## src/rtl/startup_seq.sv

```systemverilog
// Power-up / re-lock sequencer: releases USB FIFO interface reset, then core
// reset, then pulses the configuration start and reports sys_ready in RUN.
// Timeouts retry up to MAX_RETRY times before latching FAULT until rst.
module startup_seq #(
  parameter int unsigned RST_CYCLES = 16,
  parameter int unsigned TIMEOUT    = 1000000,
  parameter int unsigned CNT_W      = 24,
  parameter int unsigned MAX_RETRY  = 3
) (
  input  logic       clk,
  input  logic       rst,
  input  logic       n_ready,
  input  logic       usb_clk_lock,
  input  logic       usb_if_ready,
  input  logic       cfg_done,
  output logic       usb_if_rst,
  output logic       core_rst,
  output logic       cfg_start,
  output logic       sys_ready,
  output logic       fault,
  output logic [2:0] state,
  output logic [1:0] retry_cnt
);

  typedef enum logic [2:0] {
    IDLE     = 3'd0,
    RST_USB  = 3'd1,
    WAIT_USB = 3'd2,
    RST_CORE = 3'd3,
    CFG      = 3'd4,
    RUN      = 3'd5,
    FAULT    = 3'd7
  } state_t;

  localparam logic [CNT_W-1:0] RST_LAST  = CNT_W'(RST_CYCLES - 1);
  localparam logic [CNT_W-1:0] TO_LAST   = CNT_W'(TIMEOUT - 1);
  localparam logic [1:0]       RETRY_MAX = 2'(MAX_RETRY);

  state_t           state_q, state_d;
  logic [CNT_W-1:0] cnt_q, cnt_d;
  logic [1:0]       retry_q, retry_d;
  logic             usb_if_rst_q, usb_if_rst_d;
  logic             core_rst_q, core_rst_d;
  logic             cfg_start_q, cfg_start_d;
  logic             sys_ready_q, sys_ready_d;
  logic             fault_q, fault_d;
  logic             timeout;
  logic             go;

  assign go = ~n_ready & usb_clk_lock;

  // Next state, counter and retry bookkeeping; registered outputs follow state_d
  always_comb begin
    state_d = state_q;
    cnt_d   = cnt_q;
    retry_d = retry_q;
    timeout = 1'b0;

    case (state_q)
      IDLE: begin
        cnt_d = '0;
        if (go) state_d = RST_USB;
      end
      RST_USB: begin
        if (cnt_q == RST_LAST) begin
          state_d = WAIT_USB;
          cnt_d   = '0;
        end else begin
          cnt_d = cnt_q + CNT_W'(1);
        end
      end
      WAIT_USB: begin
        if (usb_if_ready) begin
          state_d = RST_CORE;
          cnt_d   = '0;
        end else if (cnt_q == TO_LAST) begin
          timeout = 1'b1;
        end else begin
          cnt_d = cnt_q + CNT_W'(1);
        end
      end
      RST_CORE: begin
        if (cnt_q == RST_LAST) begin
          state_d = CFG;
          cnt_d   = '0;
        end else begin
          cnt_d = cnt_q + CNT_W'(1);
        end
      end
      CFG: begin
        // cfg_start_q marks the first CFG clock, on which cfg_done is ignored
        if (!cfg_start_q && cfg_done) begin
          state_d = RUN;
          cnt_d   = '0;
          retry_d = '0;
        end else if (cnt_q == TO_LAST) begin
          timeout = 1'b1;
        end else begin
          cnt_d = cnt_q + CNT_W'(1);
        end
      end
      RUN:     cnt_d = '0;
      FAULT:   cnt_d = '0;
      default: begin
        state_d = IDLE;
        cnt_d   = '0;
      end
    endcase

    if (timeout) begin
      cnt_d = '0;
      if (retry_q < RETRY_MAX) begin
        retry_d = retry_q + 2'd1;
        state_d = IDLE;
      end else begin
        state_d = FAULT;
      end
    end

    // Abort overrides every other transition and leaves retry_cnt untouched
    if (!go && (state_q == RST_USB || state_q == WAIT_USB || state_q == RST_CORE ||
                state_q == CFG || state_q == RUN)) begin
      state_d = IDLE;
      cnt_d   = '0;
      retry_d = retry_q;
    end

    usb_if_rst_d = (state_d == IDLE) || (state_d == RST_USB) || (state_d == FAULT);
    core_rst_d   = !((state_d == CFG) || (state_d == RUN));
    cfg_start_d  = (state_q == RST_CORE) && (state_d == CFG);
    sys_ready_d  = (state_d == RUN);
    fault_d      = (state_d == FAULT);
  end

  // State, counter and output registers with synchronous reset
  always_ff @(posedge clk) begin
    if (rst) begin
      state_q      <= IDLE;
      cnt_q        <= '0;
      retry_q      <= '0;
      usb_if_rst_q <= 1'b1;
      core_rst_q   <= 1'b1;
      cfg_start_q  <= 1'b0;
      sys_ready_q  <= 1'b0;
      fault_q      <= 1'b0;
    end else begin
      state_q      <= state_d;
      cnt_q        <= cnt_d;
      retry_q      <= retry_d;
      usb_if_rst_q <= usb_if_rst_d;
      core_rst_q   <= core_rst_d;
      cfg_start_q  <= cfg_start_d;
      sys_ready_q  <= sys_ready_d;
      fault_q      <= fault_d;
    end
  end

  assign usb_if_rst = usb_if_rst_q;
  assign core_rst   = core_rst_q;
  assign cfg_start  = cfg_start_q;
  assign sys_ready  = sys_ready_q;
  assign fault      = fault_q;
  assign state      = state_q;
  assign retry_cnt  = retry_q;

endmodule

```

## config.mk

```make
export PLATFORM = sky130hd
export DESIGN_NAME = startup_seq
export DESIGN_NICKNAME = d
export VERILOG_FILES = /design/src/rtl/startup_seq.sv
export SDC_FILE = /design/constraint.sdc
export NUM_CORES = 1
export LEC_CHECK = 0
export CORE_MARGIN = 2
export CORE_UTILIZATION = 55
export DETAILED_ROUTE_END_ITERATION = 16
export PLACE_DENSITY = 0.77
export RECOVER_POWER = 50
export SLEW_MARGIN = 30
export SYNTH_ARGS = -nofsm -noshare
export SYNTH_HDL_FRONTEND = slang
export SYNTH_SLANG_ARGS = --single-unit
```

## constraint.sdc

```tcl
create_clock -name clk -period 5.47 [get_ports clk]
set_input_delay 1.094 -clock clk [delete_from_list [all_inputs] [get_ports clk]]
set_output_delay 1.094 -clock clk [all_outputs]
set_load 0.005 [all_outputs]
```

Yosys cells after proc, flatten, opt, wreduce, memory -nomap -nowiden
Index checks and enable logic that the tools add are counted.

Register bits: 34. Input port bits: 6. Output and inout bits: 10. Word-level logic and storage cells: 65.

Add/subtract/negate cells: 2. Magnitude comparators: 1. Eq/ne operators: 12. Muxes and demuxes: 22. Bitwise operators: 2. Reduce and logical (&&, ||, !) cells: 18.

Operator list (number): 24-bit two-way mux (4); 24-bit one-hot mux with 3 select lines (1); 24-bit by 1-bit adder with 24-bit output (second input constant) (1); 24-bit by 20-bit == test with 1-bit output (second input constant) (1); 24-bit by 4-bit == test with 1-bit output (second input constant) (1); 3-bit two-way mux (8); 3-bit == test (second input constant) (6); 3-bit one-hot mux with 6 select lines (1); 2-bit two-way mux (4); 1-bit logical OR (7); 3-bit by 1-bit == test with 1-bit output (second input constant) (2); 3-bit by 2-bit == test with 1-bit output (second input constant) (2); 3-bit logical NOT (2); 2-bit OR reduction (2); 1-bit logical AND (3); 1-bit logical NOT (3); 1-bit two-way mux (3); 3-bit OR reduction (1); 2-bit by 1-bit adder with 2-bit output (second input constant) (1); 2-bit < comparator (second input constant) (1); 1-bit one-hot mux with 2 select lines (1); 1-bit AND (1); 1-bit NOT (1).

Logic depth before layout (Yosys ltp)
Gate-level depths: netlist of the first run.

Word-level depth: 10. Mapped depth: 8. Gate-level depth less buffers: 7.

Worst setup path before layout of the first run
Ideal clock, no wire load.

Path kind: input port to flip-flop. Start: in usb_if_ready. End: reg cfg_start_q, in the netlist cfg_start. Library setup time: 0.116 ns. Data arrival time: 2.497 ns. Required time: 5.354 ns. Path slack: 2.857 ns. Stages: 6. Path buffers: 0. Cells stage by stage: or3b_1 > o31a_1 > nor4_4 > a211oi_2 > and2_4 > and4_1.

Cells in the longest elaborated chain, start to end: 6. Elaborated cells between the ends (all ways): 8. Those cells by class: eq/ne (1); mux (6); reduce/logical (1).

RTL lines: start, declared (line 14) `input logic usb_if_ready,`; 3-bit two-way mux or 1-bit two-way mux (tied branches) (line 73) `if (usb_if_ready) begin`; 3-bit one-hot mux with 6 select lines or 1-bit one-hot mux with 2 select lines (tied branches) (line 59) `case (state_q)`; 3-bit two-way mux (*) (line 110) `if (timeout) begin`; 3-bit two-way mux (*) (line 121) `if (!go && (state_q == RST_USB || state_q == WAIT_USB || state_q == RST_CORE ||`; 3-bit == test (*) (line 130) `cfg_start_d = (state_q == RST_CORE) && (state_d == CFG);`; 1-bit logical AND (*) (line 130); end signal, assigned (line 152) `cfg_start_q <= cfg_start_d;`; end, declared (line 44) `logic cfg_start_q, cfg_start_d;`.

Every way passes the cells marked *; elsewhere a longest branch is shown, timed or not. A chain may end at the register's enable or synchronous reset.

Worst setup path after layout of the first run
Same ends and word-level chain as after synthesis.

==> run metrics, run 1 <==
Synth cell types 36; CP Buf/Inv Count 1; Avg Cell Area, Syn roughly 8.6 um2; CTS Buf Count 5; Die H between 50 and 60 um; Worst setup SP type input port; Post-route DRC 0; Post-CTS Setup Bufs 0; first-pass GRT wire length 5510 um; Worst EP arrival 3.73 ns; antenna violations before repair 0; nets@finish 212; Cell Pwr Density around 230 nW/um2; Detail Placement HPWL around 2400 um; Yosys reg bits 34; worst-path fanout max 7; min Tclk post-route approximately 3.5 ns; Mapped Nets about 200; Syn-to-layout area delta 11.3%; Setup Skew 0.00245 ns; max capacitance violation total 1; Peak Freq roughly 0.29 GHz; Critical Path Sink Type flip-flop; # IOs 16; fin cells around 240; Std-Cell Rows 19; top post-synthesis cells by area dfxtp_1, xor2_1, nor2_1; Setup-failing EPs final 0; die area about 3400 um2; Seq/Total Area, Yosys 42.2%; Yosys top cell area share between 40% and 50%; Cells after Synth 188; maximum vdd drop between 150 and 200 uV; Worst Max-Slew Pin Slew between 1.5 and 2 ns; Final Max Slew Viols 25; PortBufs 15; worst skew pair latency roughly 0.34 ns; post-route ant nets 0; ANT cells 0; Leak around 0.00063 uW; status complete, but fails checks; failing checks capacitance limit, slew limit; largest net degree at the start of global routing 25; gr ovfl total 0; area of the multi-input gates between 800 and 900 um2; vias per cell 5.82; post-synth top area cell dfxtp_1; routed len/inst ~14 um; # clock sinks 34; Core Util, Final approximately 65%; Hold Crit Class flip-flop to flip-flop; relative slew slack -15.0%; RSZ-0062 raised after global routing no; GPL Wtd Cong roughly 0.90; crit-path cells clkdlybuf4s50_1, or3b_1, o31a_1, nor4_1, a211oi_1, and2_2, and4_1; post-synthesis cell area 1610 um2; vias in the first global route approximately 1300; crit-path max cell delay about 0.94 ns; Clock Pin Slew Worst Setup and Hold Paths approximately 0.10 ns; hold buffer count at CTS 0; CTS tree yes; root buf cell clkbuf_4; Std-Cell Core Area around 2800 um2; Crit-path slowest cell nor4_1; Final Hold Viols 0; Die W 58.1 um; placed cell count 228; Via Count 1374; setup TNS 0 ns; Reg area roughly 680 um2; layout cells sized above 1 roughly 4.9%; WP data required approximately 5.7 ns; GRT Total Usage a little over a fifth; Max Buffers Root-to-Sink 2; Filler Cells Inserted around 240; overall routed net length ~3300 um; drt first-iter violations 36; Initial Utilization between 50% and 60%; Syn. warnings 0; critical path type input port to flip-flop; H-tree levels 2; crit-path leading delay family simple AND/OR/NAND/NOR gates; Final Cycle Share between 60% and 70%; drt pass-1 iters 4; # resized after CTS 0
==> power breakdown <==
| group | switching (uW) | internal (uW) |
|---|---|---|
| sequential | 1.61 | 248 |
| combinational | 6.04 | 6.39 |
| clock | 81.2 | 62.2 |
==> state kept, by name, summed over array words and instances, names as in the netlist <==
register and cells:
retry_cnt 2, cfg_start 1, state 3, cnt_q 24, core_rst 1, usb_if_rst 1
fault 1, sys_ready 1
==> logic make-up (layout without fill, tap and decap cells) <==
logic type      count (synthesis)  count (layout)  synth area share [%]
compound gates                 22              22                  10.0
xor+xnor                       20              20                  10.9
fa+ha+maj                       2               2                  1.55
buf+inv                        11              28                  2.87
flops                          34              34                  42.2
simple gates                   99              99                  32.5
==> worst paths after layout <==
path | slack [ns] | cells past startpoint | end | startpoint
max | 1.98 | 7 | cfg_start$_SDFF_PP0_ | usb_if_ready
min | 0.50 | 2 | cnt_q[6]$_SDFF_PP0_ | cnt_q[6]$_SDFF_PP0_
max reg2reg | 2.07 | 7 | cnt_q[22]$_SDFF_PP0_ | cnt_q[0]$_SDFF_PP0_
min reg2reg | 0.50 | 2 | cnt_q[6]$_SDFF_PP0_ | cnt_q[6]$_SDFF_PP0_
==> Yosys cell counts <==
| cell | n |
|---|---|
| and2_4 | 1 |
| a211oi_2 | 2 |
| ha_1 | 2 |
| or3b_1 | 1 |
| nor2_2 | 1 |
| o41a_1 | 1 |
| nand3_2 | 1 |
| buf_2 | 4 |
| xnor2_1 | 5 |
| nand2_1 | 14 |
| or4b_1 | 1 |
| or4_1 | 1 |
| nand3_1 | 14 |
| o31ai_1 | 1 |
| a21oi_1 | 8 |
| and3_1 | 5 |
| a311o_2 | 1 |
| o21ai_0 | 4 |
| o31a_1 | 2 |
| or3_1 | 2 |
| dfxtp_1 | 34 |
| nand4_1 | 5 |
| nor4_4 | 1 |
| clkbuf_1 | 2 |
| o2111ai_2 | 1 |
| and4_1 | 2 |
| or4_4 | 1 |
| nor2_1 | 29 |
| nor3_1 | 8 |
| inv_1 | 5 |
| a31oi_1 | 1 |
| xor2_1 | 15 |
| a211oi_1 | 1 |
| nor4_1 | 5 |
| nor2b_1 | 6 |
| nand2b_1 | 1 |
==> cell usage in the layout, fill, tap and decap left out, types with 2 or more instances in the layout <==
master           netlist  layout
a211oi_1               1       2
xor2_1                15      15
o31a_1                 2       2
clkdlybuf4s50_1        0       5
nor3_1                 8       8
nand2_1               14      14
and3_1                 5       5
nand4_1                5       5
nor4_1                 5       6
inv_1                  5       5
o21ai_0                4       4
or3_1                  2       2
dfxtp_1               34      34
or4_1                  1       2
xnor2_1                5       5
ha_1                   2       2
and4_1                 2       2
nor2_1                29      30
a21oi_1                8       8
clkbuf_4               0       5
nand3_1               14      15
nor2b_1                6       6
dlygate4sd3_1          0      10
==> per-stage QoR <==
stage               total power [uW]  area, um2  hold WS, ns  worst slack (ns)
floorplan                        262       1610        0.450              2.86
global placement                 268       1770        0.465              2.32
detailed placement               268       1770        0.491              2.20
CTS                              412       1830        0.503              2.56
global route                     420       1790        0.535              1.74
finish                           405       1790        0.503              1.98
==> tightest hold or removal path, cell delays in order, from the launching register on <==
cell and delay [ns]:
dfxtp_1 0.35, nand2_1 0.06, a21oi_1 0.05
==> layout make-up <==
type                    count  share of cell area, %
flip-flops and latches     34                   37.9
inverters                   5                   1.05
clock buffers               7                   3.07
clock inverters             1                  0.279
well taps                  31                   2.16
repair buffers             15                   8.37
multi-input cells         143                   47.1
==> per-layer routing <==
layer / share of wire (%) / vias to the layer above / track usage (%)
li1: - / 695 / -
met1: 45 / 644 / 24.8
met2: 49 / 29 / 35.6
met3: 4.1 / 6 / 6.70
met4: 1.6 / 0 / 11.6
met5: 0 / - / 0
(Power assumes the default switching activity.)
==> inputs of run 2 (changes only) <==
clock period = 3.5 ns   (was 5.47 ns; I/O delays follow)
==> run 2 against run 1 <==
Compared with the run above: the flow now finishes without violations; core utilization is 1.2 points higher; wire length is 0.55% lower; combinational power is 64% higher; die area stayed put; worst setup slack worse by 1.1 ns; critical path type is now flip-flop to flip-flop.
==> run metrics, run 2 (synthesis gave the netlist of run 1 again) <==
status complete, no violations (was complete, but fails checks); dpl ws 0.624 ns (was 2.20 ns); largest net degree at the start of global routing 25 (unchanged); nets@finish 212 (unchanged); post-route ant nets 0 (unchanged); GPL Wtd Cong 0.903 (about the same); r2r startpoint cnt_q[0]$_SDFF_PP0_ (unchanged); CP Buf/Inv Count 0 (was 1); crit-path max cell delay 0.65 ns (was 0.94 ns); ANT cells 0 (unchanged); layout cells sized above 1 5.85% (was 4.88%); Std-Cell Core Area 2780 um2 (unchanged); Final Cycle Share between 70 and 80%; Final Hold Viols 0 (unchanged); Initial Utilization 57.9% (unchanged); Filler Cells Inserted 249 (was 239); root buf cell clkbuf_4 (unchanged); worst hold margin 0.500 ns (was 0.503 ns); relative slew slack 51.3% (was -15.0%); commonest non-fill, non-tap cells in the layout dfxtp_1, nor2_1, nand3_1, xor2_1, nand2_1 (unchanged); hold depth 2 (unchanged); Via Count 1388 (was 1374); WP data required 3.74 ns (was 5.71 ns); # IOs 16 (unchanged); WP depth 7 (unchanged); H-tree levels 2 (unchanged); drt first-iter violations 69 (was 36); max reg flops 24 (unchanged); crit-path leading delay family simple AND/OR/NAND/NOR gates (unchanged); first-pass GRT wire length 5400 um (was 5510 um); commonest non-fill, non-tap cell in the layout dfxtp_1 (unchanged); Hold Crit Class flip-flop to flip-flop (unchanged); Setup Skew 0.00779 ns (was 0.00245 ns); CTS tree yes (unchanged); # clock sinks 34 (unchanged); Reg area 681 um2 (unchanged); vias per cell 5.88 (was 5.82); hold buffer count at CTS 0 (unchanged); Clock Pin Slew Worst Setup and Hold Paths 0.10 ns (about the same); antenna violations before repair 0 (unchanged); min Tclk post-route between 2 and 3 ns; register with the most flip-flops cnt_q (unchanged); Cell Pwr Density 348 nW/um2 (was 226 nW/um2); Worst Max-Slew Pin Slew 0.725 ns (was 1.72 ns); Worst EP arrival 2.86 ns (was 3.73 ns); Post-route DRC 0 (unchanged); # resized after CTS 0 (unchanged); Detail Placement HPWL 2380 um (was 2430 um); Std-Cell Rows 19 (unchanged); vias in the first global route 1270 (unchanged); critical path type flip-flop to flip-flop (was input port to flip-flop); reg2reg setup slack 0.87 ns (was 2.07 ns); die area 3380 um2 (unchanged); Leak 0.000632 uW (about the same); RSZ-0062 raised after global routing no (unchanged); setup TNS 0 ns (unchanged); Max Buffers Root-to-Sink 2 (unchanged); crit-path cells ha_1, nand3_1, or4_1, nor4_4, a211oi_1, and2_2, and4_1 (was clkdlybuf4s50_1, or3b_1, o31a_1, nor4_1, a211oi_1, and2_2, and4_1); Setup WS post-layout 0.874 ns (was 1.98 ns); max capacitance violation total 0 (was 1); Crit-path slowest cell or4_1 (was nor4_1); Hold Crit Endpoint cnt_q[6]$_SDFF_PP0_ (unchanged); maximum vdd drop 337 uV (was 178 uV); Die W 58.1 um (unchanged); overall routed net length 3260 um (was 3270 um); CTS Buf Count 5 (unchanged); PortBufs 15 (unchanged); Overall Power 637 uW (was 405 uW); reg2reg end cfg_start$_SDFF_PP0_ (was cnt_q[22]$_SDFF_PP0_); routed len/inst 13.8 um (was 13.9 um); Critical Path Sink Type flip-flop (unchanged); worst skew pair latency 0.34 ns (about the same); Worst setup SP type flip-flop (was input port); R2R cell count 7 (unchanged); Syn-to-layout area delta 13.4% (was 11.3%); Final Max Slew Viols 0 (was 25); drt pass-1 iters 4 (unchanged); Setup-failing EPs final 0 (unchanged); Die H 58.1 um (unchanged); Peak Freq between 0.3 and 0.4 GHz; gr ovfl total 0 (unchanged); Post-CTS Setup Bufs 0 (unchanged); GRT Total Usage 20.9% (was 21.5%); area of the multi-input gates 878 um2 (was 846 um2); worst hold path startpoint cnt_q[6]$_SDFF_PP0_ (unchanged); worst-path fanout max 7 (unchanged)
==> run 2: cell counts in the layout (fill, tap and decap cells not counted) <==
Identical to the previous run, type by type.
==> run 2: how the worst max path moves through the flow <==
| stage | slack, ns | endpoint | start |
|---|---|---|---|
| 6_report | 0.87 | cfg_start$_SDFF_PP0_ | cnt_q[0]$_SDFF_PP0_ |
| 5_1_grt | 0.69 | cnt_q[17]$_SDFF_PP0_ | cnt_q[0]$_SDFF_PP0_ |
| 4_1_cts | 0.78 | cnt_q[17]$_SDFF_PP0_ | cnt_q[0]$_SDFF_PP0_ |
| 3_3_place_gp | 0.74 | cnt_q[0]$_SDFF_PP0_ | usb_if_ready |
| 2_1_floorplan | 1.28 | cfg_start$_SDFF_PP0_ | usb_if_ready |
| 3_5_place_dp | 0.62 | cnt_q[0]$_SDFF_PP0_ | usb_if_ready |
==> run 2: area by class of cell <==
class,instances,share of cell area [%]
inverters,5,1.03
repair buffers,15,8.22
well taps,31,2.12
clock inverters,1,0.274
multi-input cells,143,48.1
clock buffers,7,3.01
flip-flops and latches,34,37.3
==> run 2: stage by stage <==
step | instance area, um2 | instances | utilization, %
after global placement | 1770 | 228 | 63.7
final | 1830 | 236 | 65.7
after detailed placement | 1770 | 228 | 63.7
after floorplan | 1610 | 188 | -
after global routing | 1830 | 236 | 65.7
after CTS | 1830 | 236 | 65.9
==> run 2: where the power goes <==
group	switching [uW]	total, uW	internal (uW)	leakage, uW
clock	129	226	97.3	0.0000353
sequential	2.89	390	387	0.000274
combinational	10.2	20.3	10.1	0.000323
==> run 2: worst register-to-register path, cell delays in order (launching register included) <==
cell      delay (ns)
dfxtp_1         0.40
ha_1            0.23
nand3_1         0.21
or4_1           0.65
nor4_4          0.38
a211oi_1        0.22
and2_2          0.25
and4_1          0.19
==> run 2: per-layer routing <==
metal	global-route usage [%]	vias up	share of wire, %
li1	-	695	-
met1	23.2	645	44
met2	36.4	40	50
met3	5.36	8	4.1
met4	11.0	0	1.9
met5	0	-	0
